[config.mk]
export PLATFORM = sky130hd
export DESIGN_NAME = rtlpbus_arb2
export DESIGN_NICKNAME = d
export VERILOG_FILES = /design/src/rtl/rtlpbus_arb2.sv
export SDC_FILE = /design/constraint.sdc
export NUM_CORES = 1
export LEC_CHECK = 0
export ABC_AREA = 1
export BUFFER_PORTS_ARGS = -buffer_cell sky130_fd_sc_hd__buf_4
export CAP_MARGIN = 10
export CORE_ASPECT_RATIO = 1.25
export CORE_UTILIZATION = 50
export DETAILED_ROUTE_END_ITERATION = 16
export GPL_TIMING_DRIVEN = 0
export HOLD_SLACK_MARGIN = 0.06
export PLACE_DENSITY_LB_ADDON = 0.12
export SLEW_MARGIN = 10
export SYNTH_ARGS = -nofsm -noshare
export SYNTH_HDL_FRONTEND = slang
export SYNTH_SLANG_ARGS = --single-unit
[constraint.sdc]
create_clock -name clk -period 1.34 [get_ports clk]
set_input_delay 0.067 -clock clk [delete_from_list [all_inputs] [get_ports clk]]
set_output_delay 0.067 -clock clk [all_outputs]
set_load 0.01 [all_outputs]
[src/rtl/rtlpbus_arb2.sv]
// rtlpbus_arb2 -- two-master round-robin sequencer for the upen/upws/uprs
// register bus. Each granted transaction issues one strobe cycle, then waits
// for uprdy (or a watchdog timeout) and returns an ack/err/rdat to its master.
//
// Ports
//   clk, rst                    clock, synchronous active-high reset
//   reqN/wrN/addrN/wdatN        master N request (held until ackN)
//   ackN/errN/rdatN             master N completion pulse, timeout flag, read data
//   upen/upws/uprs/upa/updi     register bus strobe, address and write data
//   uprdy/updo                  register bus ready and read data
module rtlpbus_arb2 #(
  parameter int AW      = 8,
  parameter int DW      = 8,
  parameter int TMO_CYC = 15,
  parameter int TW      = 4
) (
  input  logic          clk,
  input  logic          rst,
  input  logic          req0,
  input  logic          wr0,
  input  logic [AW-1:0] addr0,
  input  logic [DW-1:0] wdat0,
  output logic          ack0,
  output logic          err0,
  output logic [DW-1:0] rdat0,
  input  logic          req1,
  input  logic          wr1,
  input  logic [AW-1:0] addr1,
  input  logic [DW-1:0] wdat1,
  output logic          ack1,
  output logic          err1,
  output logic [DW-1:0] rdat1,
  output logic          upen,
  output logic          upws,
  output logic          uprs,
  output logic [AW-1:0] upa,
  output logic [DW-1:0] updi,
  input  logic          uprdy,
  input  logic [DW-1:0] updo
);

  typedef enum logic [1:0] {S_IDLE, S_ISSUE, S_WAIT} state_t;

  // cnt counts missed WAIT cycles; the TMO_CYC-th WAIT cycle without uprdy
  // is the one that times out.
  localparam logic [TW-1:0] TMO_LAST = TW'(TMO_CYC - 1);

  state_t        state;
  logic          gnt;
  logic          last_gnt;
  logic          wr_q;
  logic [TW-1:0] cnt;

  logic both;
  logic nxt_gnt;
  logic nxt_wr;
  logic ack_any;

  always_comb begin
    both    = req0 & req1;
    nxt_gnt = both ? ~last_gnt : req1;
    nxt_wr  = nxt_gnt ? wr1 : wr0;
    ack_any = ack0 | ack1;
  end

  always_ff @(posedge clk) begin
    if (rst) begin
      state    <= S_IDLE;
      gnt      <= 1'b0;
      last_gnt <= 1'b1;
      wr_q     <= 1'b0;
      cnt      <= '0;
      ack0     <= 1'b0;
      err0     <= 1'b0;
      rdat0    <= '0;
      ack1     <= 1'b0;
      err1     <= 1'b0;
      rdat1    <= '0;
      upen     <= 1'b0;
      upws     <= 1'b0;
      uprs     <= 1'b0;
      upa      <= '0;
      updi     <= '0;
    end else begin
      // strobes and completion flags are single-cycle pulses
      upen <= 1'b0;
      upws <= 1'b0;
      uprs <= 1'b0;
      ack0 <= 1'b0;
      ack1 <= 1'b0;
      err0 <= 1'b0;
      err1 <= 1'b0;
      case (state)
        S_IDLE: begin
          // The cycle carrying an ack is a recovery cycle: the acked master
          // still shows req, and skipping it keeps strobes 4 cycles apart.
          if (!ack_any && (req0 || req1)) begin
            gnt  <= nxt_gnt;
            wr_q <= nxt_wr;
            if (both) last_gnt <= nxt_gnt;
            upa  <= nxt_gnt ? addr1 : addr0;
            updi <= nxt_gnt ? wdat1 : wdat0;
            upen <= 1'b1;
            upws <= nxt_wr;
            uprs <= ~nxt_wr;
            state <= S_ISSUE;
          end
        end
        S_ISSUE: begin
          cnt   <= '0;
          state <= S_WAIT;
        end
        S_WAIT: begin
          // uprdy takes priority over a timeout landing in the same cycle
          if (uprdy) begin
            if (gnt) begin
              ack1 <= 1'b1;
              if (!wr_q) rdat1 <= updo;
            end else begin
              ack0 <= 1'b1;
              if (!wr_q) rdat0 <= updo;
            end
            state <= S_IDLE;
          end else if (cnt == TMO_LAST) begin
            if (gnt) begin
              ack1  <= 1'b1;
              err1  <= 1'b1;
              rdat1 <= '1;
            end else begin
              ack0  <= 1'b1;
              err0  <= 1'b1;
              rdat0 <= '1;
            end
            state <= S_IDLE;
          end else begin
            cnt <= cnt + 1'b1;
          end
        end
        default: state <= S_IDLE;
      endcase
    end
  end

endmodule

== Yosys cells after proc, flatten, opt, wreduce, memory -nomap -nowiden ==
Index checks and enable logic that the tools add are counted.
W data, S select, Z words.

* Add/subtract/negate cells: 1
* Eq/ne operators: 8
* Multiplexer cells: 27
* Bitwise gates (word level): 8
* Reductions and logical operators: 16

{| class="wikitable"
|+ Operators with widths
! cell !! number
|-
| $mux W8 || 11
|-
| $mux W1 || 9
|-
| $mux W4 || 2
|-
| $ne A2 B2 Y1 const B || 4
|-
| $pmux W4 S2 || 1
|-
| $reduce_and A4 Y1 || 2
|-
| $mux W2 || 3
|-
| $not A1 Y1 || 6
|-
| $pmux W2 S3 || 1
|-
| $reduce_and A3 Y1 || 2
|-
| $reduce_or A3 Y1 || 2
|-
| $add A4 B1 Y4 const B || 1
|-
| $eq A4 B4 Y1 const B || 1
|-
| $reduce_and A2 Y1 || 2
|-
| $reduce_bool A2 Y1 || 2
|-
| $reduce_or A2 Y1 || 2
|-
| $ne A3 B3 Y1 const B || 1
|-
| $eq A2 B1 Y1 const B || 1
|-
| $eq A2 B2 Y1 const B || 1
|-
| $logic_not A2 Y1 || 1
|-
| $and A1 B1 Y1 || 1
|-
| $logic_and A1 B1 Y1 || 1
|-
| $logic_not A1 Y1 || 1
|-
| $logic_or A1 B1 Y1 || 1
|-
| $or A1 B1 Y1 || 1
|}

* Flip-flop bits (word level): 48
* Output and inout bits: 39
* Logic and storage cells: 76

== Depth between registers and ports, before layout ==
* Word-level depth: 5
* Mapped depth: 8
* Mapped depth without buffers: 8

== Worst setup path after synthesis ==
Ideal clock, no wire load.

* Path type: flip-flop to flip-flop
* Start: register cnt[0]
* End: register rdat0[4]
* Arrival: 1122 ps
* Data required time: 1230 ps
* Setup slack: 108 ps
* Cell stages (with the launch flop): 9
* Clock period less this slack: 1232 ps
* Path through: dfxtp_1 -> inv_1 -> ha_1 -> nand4_1 -> nand2_2 -> buf_6 -> nand3_1 -> nand2_1 -> nor2_1

* Cells in the longest elaborated chain, start to end: 3

{| class="wikitable"
|+ RTL lines
! item !! RTL line !! source
|-
| start: declaration || 52 || <nowiki>logic [TW-1:0] cnt;</nowiki>
|-
| start signal: assignment || 136 || <nowiki>cnt <= cnt + 1'b1;</nowiki>
|-
| $eq A4 B4 Y1 || 124 || <nowiki>end else if (cnt == TMO_LAST) begin</nowiki>
|-
| $reduce_bool A2 Y1 (no line) || n/a ||
|-
| $reduce_and A4 Y1 (no line) || n/a ||
|-
| end signal: assignment || 121 || <nowiki>if (!wr_q) rdat0 <= updo;</nowiki>
|-
| end: declaration || 25 || <nowiki>output logic [DW-1:0] rdat0,</nowiki>
|}

Every way passes these cells.
A chain may end at the register's enable or synchronous reset.

== Worst setup path after layout ==
* Start: register cnt[0]
* End: register rdat1[3]

* Cells in the longest elaborated chain, start to end: 3

{| class="wikitable"
|+ RTL lines
! item !! RTL line !! source
|-
| $eq A4 B4 Y1 || 124 ||
|-
| $reduce_bool A2 Y1 (no line) || n/a ||
|-
| $reduce_and A4 Y1 (no line) || n/a ||
|-
| end signal: assignment || 118 || <nowiki>if (!wr_q) rdat1 <= updo;</nowiki>
|-
| end: declaration || 32 || <nowiki>output logic [DW-1:0] rdat1,</nowiki>
|}

Every way passes these cells.

==> summary.md <==
| Metric | Value |
|---|---|
| CTS HTree Levels | 2 |
| Setup TNS | 0 ps |
| TritonCTS clock tree | yes |
| Power density over the cells | 1020 mW/mm^2 |
| Nets@finish | 484 |
| Vias in the first global route | 2137 |
| Clk buf depth | 2 |
| # rows | 28 |
| Final setup viols | 0 |
| Max Cap Viol | 0 |
| Net Count, Synth | 386 |
| Startpoint Class | flip-flop |
| Via count | 2348 |
| Die X-Extent | 64.4 um |
| Final setup margin | 57.6 ps |
| Routed length per instance | 10.9 um |
| Crit path capture type | flip-flop |
| Leading cell type in the layout, fill and taps excluded | nand2_1 |
| Slew Viols, Final | 0 |
| Rel. slew slack | 0.554 |
| Number of buffers added on ports | 85 |
| Initial antenna violation count | 0 |
| Placed insts | 482 |
| Hold Path Depth | 5 |
| First-iteration detailed-routing DRC count | 109 |
| DRT antenna net count | 0 |
| Data required time at the worst endpoint | 1550 ps |
| Area Overhead vs Synth | 37.6% |
| DP HPWL | 3.99 mm |
| Inserted Diodes | 0 |
| Core area | 0.00469 sq mm |
| Avg Cell Area, Syn | 7.23 sq um |
| CTS buffer count | 5 |
| Gpl congestion | 0.778 |
| Final Total Pwr | 3.41 mW |
| Die Y | 80.0 um |
| Worst min-delay path class | in -> reg |
| Synth cell types | 28 |
| Fin area | 0.00335 sq mm |
| R2R depth | 8 |
| Drt drc | 0 |
| Fraction of layout instances using a drive strength above 1 | 0.351 |
| Endpoints failing hold | 0 |
| Vias/cell | 4.73 |
| Place WS | -64.6 ps |
| Total wire length | 5.41 mm |
| Flops & latches, synth | 48 |
| Worst Tran Pin Value | 670 ps |
| Seq/Total Area, Yosys | 0.395 |
| Critical Path AT | 1490 ps |
| Peak VDD IR | 0.000746 V |
| Io pins | 86 |
| Post-Route Utilization | 0.713 |
| Total track usage | 0.220 |
| Num Clock Sinks | 48 |
| Clk_lat worst skew | 300 ps |
| Global-route wire length before repair | 9.00 mm |
| Worst Skew | 9.60 ps |
| Tightest hold margin | 94.3 ps |
| DIE AREA | 0.00515 sq mm |
| GR Overflow Total | 0 |
| TritonRoute pass-1 iters | 4 |
| Placed cell area | 0.00315 sq mm |
| Leakage | 1.67 nW |
| Non-filler instance count after layout | 496 |
| Post-Syn Instances | 337 |
| Yosys Warn Count | 0 |
| Worst Path Max Fanout | 6 |
| Fin crit share | 0.957 |
| Most frequent cells in the layout | nand2_1 (101), buf_4 (92), dfxtp_1 (45) |
| Starting Density | 0.519 |
| CP Class | reg -> reg |
| Post-Syn Area | 0.00243 sq mm |
| Fmax | 0.780 GHz |
| Reg clk slew, reported paths | 90 ps |
| Fin crit period | 1280 ps |
| Status | finished clean |
| Root buffer cell | clkbuf_8 |
| Largest net degree at the start of global routing | 16 |
cell type report:
| class | instances | area (sq um) |
|---|---|---|
| Clock inverter | 3 | 42.5 |
| Multi-Input combinational cell | 233 | 1240 |
| Inverter | 44 | 168 |
| Clock buffer | 5 | 68.8 |
| Sequential cell | 48 | 967 |
| Fill cell | 420 | 1350 |
| Timing Repair Buffer | 91 | 693 |
| Tap cell | 60 | 75.1 |
| Buffer | 12 | 97.6 |
per-layer routing:
layer / track usage / share of wire / up-vias
li1: - / - / 1230
met1: 0.230 / 0.41 / 1048
met2: 0.425 / 0.53 / 64
met3: 0.0514 / 0.053 / 6
met4: 0.0689 / 0.012 / 0
met5: 0 / 0 / -
worst paths after layout:
check / end / slack, ps / start
max: rdat1[3] / 60 / cnt[0]
min: rdat0[6] / 90 / updo[6]
max reg2reg: rdat1[3] / 60 / cnt[0]
min reg2reg: upa[4] / 470 / upa[4]
cells in the mapped netlist (all sizes together):
library cell	number	area (sq um)
nor2	41	225
buf	9	85.1
o21ai	3	15.0
and2	1	7.51
or2	1	6.26
inv	44	165
nand4	3	18.8
a21oi	22	148
xor2	1	8.76
nand3	41	230
nand3b	1	20.0
nand2	117	508
clkbuf	3	11.3
ha	2	25.0
dfxtp	48	961
critical path, stage by stage (launching register included):
cell	delay, ps
dfxtp_4	370
inv_4	60
ha_4	120
nand4_1	110
nand2_2	190
buf_6	140
nand3_1	60
nand2_1	90
nor2_1	50
logic make-up (layout without fill, tap and decap cells):
| group | count (synthesis) | after routing | synth area share |
|---|---|---|---|
| flip-flops | 48 | 48 | 0.395 |
| AO/OA/AOI/OAI | 25 | 25 | 0.0668 |
| AND/OR/NAND/NOR | 205 | 205 | 0.417 |
| adder cells (fa/ha/maj) | 2 | 2 | 0.0103 |
| buffers and inverters | 56 | 155 | 0.107 |
| XOR/XNOR | 1 | 1 | 0.00360 |
state kept, by name, indices dropped and copies added, names as in the netlist:
name      flops
rdat0         8
rdat1         8
upa           8
updi          8
cnt           4
state         2
ack0          1
ack1          1
err0          1
err1          1
gnt           1
last_gnt      1
upen          1
uprs          1
upws          1
wr_q          1
report_power, final:
part	switching, mW	internal (mW)	leakage [nW]
combinational	0.420	0.374	1.22
clock	0.487	0.552	0.0541
sequential	0.0607	1.51	0.393
total	0.968	2.44	1.67
repair_timing:
item,in CTS,in global routing
pin swaps,3,3
endpoints found under the hold margin,1,0
setup buffers,1,3
gates resized for setup,5,11
hold buffers,1,0
endpoints found under the setup margin,15,24
gates cloned,0,1
No activity file was read; power rests on OpenSTA's default activity.
